File: config.mk
export PLATFORM = sky130hd
export DESIGN_NAME = phase_decimator
export DESIGN_NICKNAME = d
export VERILOG_FILES = /design/src/rtl/ber_pkg.sv /design/src/rtl/phase_decimator.sv
export SDC_FILE = /design/constraint.sdc
export NUM_CORES = 1
export LEC_CHECK = 0
export CORE_AREA = 2 2 39 41
export CTS_BUF_LIST = sky130_fd_sc_hd__clkbuf_4 sky130_fd_sc_hd__clkbuf_8
export DETAILED_ROUTE_END_ITERATION = 6
export DIE_AREA = 0 0 41 43
export SLEW_MARGIN = 10
export SYNTH_ARGS = -nofsm -noshare
export SYNTH_HDL_FRONTEND = slang
export SYNTH_SLANG_ARGS = --single-unit
File: constraint.sdc
create_clock -name clk -period 1.6 [get_ports clk]
set_input_delay 0.16 -clock clk [delete_from_list [all_inputs] [get_ports clk]]
set_output_delay 0.16 -clock clk [all_outputs]
set_load 0.03 [all_outputs]
File: src/rtl/ber_pkg.sv
// Shared types, defaults and helpers for the symbol-rate BER checker.
// Imported by the decimator and the top level.
package ber_pkg;

    typedef enum logic {
        ALIGN = 1'b0,
        COUNT = 1'b1
    } ber_state_t;

    localparam int OS_DEF      = 4;
    localparam int MEM_LEN_DEF = 511;
    localparam int WIN_DEF     = 511;
    localparam int NB_CNT_MAX  = 64;

    // Increment a counter of width w (<= 64), holding at all-ones.
    function automatic logic [NB_CNT_MAX-1:0] sat_inc(
        input logic [NB_CNT_MAX-1:0] v,
        input int unsigned           w
    );
        logic [NB_CNT_MAX-1:0] mask;
        if (w >= NB_CNT_MAX)
            mask = '1;
        else
            mask = (NB_CNT_MAX'(1) << w) - NB_CNT_MAX'(1);
        return (v == mask) ? v : v + NB_CNT_MAX'(1);
    endfunction

endpackage

File: src/rtl/phase_decimator.sv
// Decimates filter-rate samples to one per symbol at a selectable phase
// and slices the sign of the chosen sample into a hard bit.
module phase_decimator
    import ber_pkg::*;
#(
    parameter  int OS     = OS_DEF,
    parameter  int NBT_IN = 8,
    localparam int PW     = $clog2(OS)
) (
    input  logic              clk,
    input  logic              i_reset_n,
    input  logic              i_en,
    input  logic [NBT_IN-1:0] i_data,
    input  logic [PW-1:0]     i_phase,
    output logic              o_sym_stb,
    output logic              o_bit
);

    logic [PW-1:0] r_smp_cnt;
    logic [PW-1:0] r_phase_q;
    logic          r_bit;
    logic          w_stb;
    logic          w_last;

    assign w_stb  = i_en && (r_smp_cnt == r_phase_q);
    assign w_last = (r_smp_cnt == PW'(OS - 1));

    // Phase is only sampled at the symbol boundary so a mid-symbol
    // change never produces a short or doubled symbol period.
    always_ff @(posedge clk or negedge i_reset_n) begin
        if (!i_reset_n) begin
            r_smp_cnt <= '0;
            r_phase_q <= '0;
            r_bit     <= 1'b0;
        end else if (i_en) begin
            r_smp_cnt <= w_last ? '0 : r_smp_cnt + PW'(1);
            if (r_smp_cnt == '0)
                r_phase_q <= i_phase;
            if (w_stb)
                r_bit <= i_data[NBT_IN-1];
        end
    end

    assign o_sym_stb = w_stb;
    assign o_bit     = r_bit;

endmodule

==> reports/qor.csv <==
metric,value,unit
status,completed,
max incr delay on CP,0.66,ns
GP Congestion,0.7001,
die width,41,um
reg2reg path depth,4,
final hold slack,0.1418,ns
placed cells,44,
# DRC,0,
Setup TNS,0,ns
# fillers,149,
RSZ-0062 raised after global routing,false,
max-slew violations,0,
fin worst setup slack,0.1941,ns
WL final,421,um
leading area contributor after synthesis,dfrtp_1,
CP Capture Type,output port,
Vias,191,
Die Height,43,um
Worst EP arrival,1.25,ns
Detail Placement HPWL,331,um
"Setup violations, final",0,
Max Clock Freq,711.3,MHz
area added between synthesis and finish,47.00,%
Detailed Routing Iterations Pass 1,1,
worst r2r dst,r_phase_q[1]$_DFFE_PN0P_,
Netlist cell types,10,
total global routing overflow,0,
"Seq/Total Area, Yosys",0.5000,
Crit Path Category,reg -> out,
Tmin final,1.406,ns
CTS tree,done,
fin nets,48,
cell family with most CP delay,buffers and inverters,
ANT nets after route,0,
netlist area before placement,250.2,um2
crit path buf inv count,1,
Row Count,14,
First DRT Iteration DRCs,0,
depth of the CTS H-tree,1,
r2r setup slk,0.39,ns
Num CTS Buffers,3,
Clock transition at path regs,0.05,ns
layout cell share with drive strength beyond 1,0.2813,
share of Yosys cell area claimed by the top area cell type,0.5000,
Least-Margin Pin Slew,0.2998,ns
root buf cell,clkbuf_4,
worst relative slew slack,0.7995,
Routed WL per cell,8.771,um
core area,0.001384,mm2
largest net degree at the start of global routing,7,
initial antenna violation count,0,
Syn Nets,36,
worst-case clock skew,0.004303,ns
Post-synth ARST share,1.000,
pre-CTS WS,0.2331,ns
startpoint class of the critical path,flop,
Cells after Synth,21,
prevailing post-synth register cell,dfrtp_1,
Leak,0.1650,nW
first-pass GRT wire length,683,um
"Setup Fix Bufs, Post-CTS",0,
Post-Syn Area per Cell,11.92,um2
worst min path class,in -> async,
Max clock buf depth,2,
Vias/cell,3.979,
#FFs+latches synth,5,
"top cells by area, synth","dfrtp_1 50%, ha_1 10%, mux2_2 9.0%",
worst vdd ir,0.6151,mV
RR Startpoint,r_smp_cnt[0]$_DFFE_PN0P_,
P per Cell Area,1917,mW/mm2
vias in the first global route,175,
final cycle utilization of the critical path,0.8787,
Layout Cells excl Fill,48,
CP Data Required Time,1.44,ns
Yosys warning total,0,
hold_buf cts,0,
post-cts sizing count,0,
max_cap viols,0,
Worst-Skew Late Latency,0.24,ns
CP max stage cell,clkdlybuf4s50_1,
commonest cells in the netlist,"5 x dfrtp_1, 3 x inv_1",
Total Routing Usage GR,0.06768,
CP Cell Sequence,clkdlybuf4s50_1,
number of port buffers,7,
"Hold Vio Cnt, Final",0,
"count leader, synth",dfrtp_1,
clk sinks,5,
Critical Path Fanout Max,2,
post-layout power,0.0007052,W
Initial Util,0.1808,
# IOs,15,
full die area,0.001763,mm2
Antenna Cells,0,
Post-synth EDFFs,0,
==> placed cells by master (no fill, tap or decap) <==
cell type / Yosys / layout
and3_4: 1 / 1
inv_1: 3 / 3
nand3_1: 1 / 1
mux2_4: 1 / 1
o21ai_0: 2 / 2
nand2_1: 2 / 2
ha_1: 2 / 2
xnor2_1: 2 / 2
buf_4: 0 / 1
dfrtp_1: 5 / 5
clkbuf_4: 0 / 4
clkdlybuf4s50_1: 0 / 6
mux2_2: 2 / 2
==> logic make-up (layout without fill, tap and decap cells) <==
kind of cell	count (synthesis)	after routing	synth area share
flops	5	5	0.5000
simple gates	4	4	0.09499
mux	3	3	0.1500
buf+inv	3	14	0.04500
fa+ha+maj	2	2	0.09998
compound gates	2	2	0.04000
xor+xnor	2	2	0.07001
==> power breakdown <==
group | internal [W] | leakage [nW] | switching (W)
combinational | 0.000171 | 0.0869 | 0.000136
sequential | 0.000189 | 0.0597 | 0.0000438
clock | 0.000111 | 0.0184 | 0.0000544
total | 0.000471 | 0.165 | 0.000234
==> metal layers <==
| metal | vias to the layer above | track usage | share of wire |
|---|---|---|---|
| li1 | 90 | - | - |
| met1 | 90 | 0.06885 | 0.45 |
| met2 | 11 | 0.07813 | 0.40 |
| met3 | 0 | 0.09424 | 0.15 |
| met4 | 0 | 0.02000 | 0 |
| met5 | - | 0 | 0 |
==> registers in the layout (all words and copies together), names as in the netlist <==
| signal | count |
|---|---|
| o_bit | 1 |
| r_smp_cnt | 2 |
| r_phase_q | 2 |
==> how the worst max path moves through the flow <==
stage / startpoint / to / slack, ns / cells after the start
2_1_floorplan: r_smp_cnt[1]$_DFFE_PN0P_ / o_bit$_DFFE_PN0P_ / 0.38 / 3
3_3_place_gp: i_en / o_bit$_DFFE_PN0P_ / 0.24 / 3
3_5_place_dp: i_en / o_bit$_DFFE_PN0P_ / 0.23 / 3
4_1_cts: o_bit$_DFFE_PN0P_ / o_bit / 0.18 / 1
5_1_grt: o_bit$_DFFE_PN0P_ / o_bit / 0.14 / 1
6_report: o_bit$_DFFE_PN0P_ / o_bit / 0.19 / 1
==> metrics by stage <==
stage	area, um2	utilization
CTS	367.9	0.2658
global route	367.9	0.2658
detailed placement	337.8	0.2441
global placement	337.8	0.2441
floorplan	250.2	-
finish	367.9	0.2658
==> area by class of cell <==
class	instances	area (um2)	share of cell area
Clock buffer	4	30.03	0.08163
Tap cell	16	20.02	0.05442
Sequential cell	5	125.1	0.3401
Multi-Input combinational cell	13	113.9	0.3095
Timing Repair Buffer	7	67.56	0.1837
Inverter	3	11.26	0.03061
No activity file was read; power rests on OpenSTA's default activity.
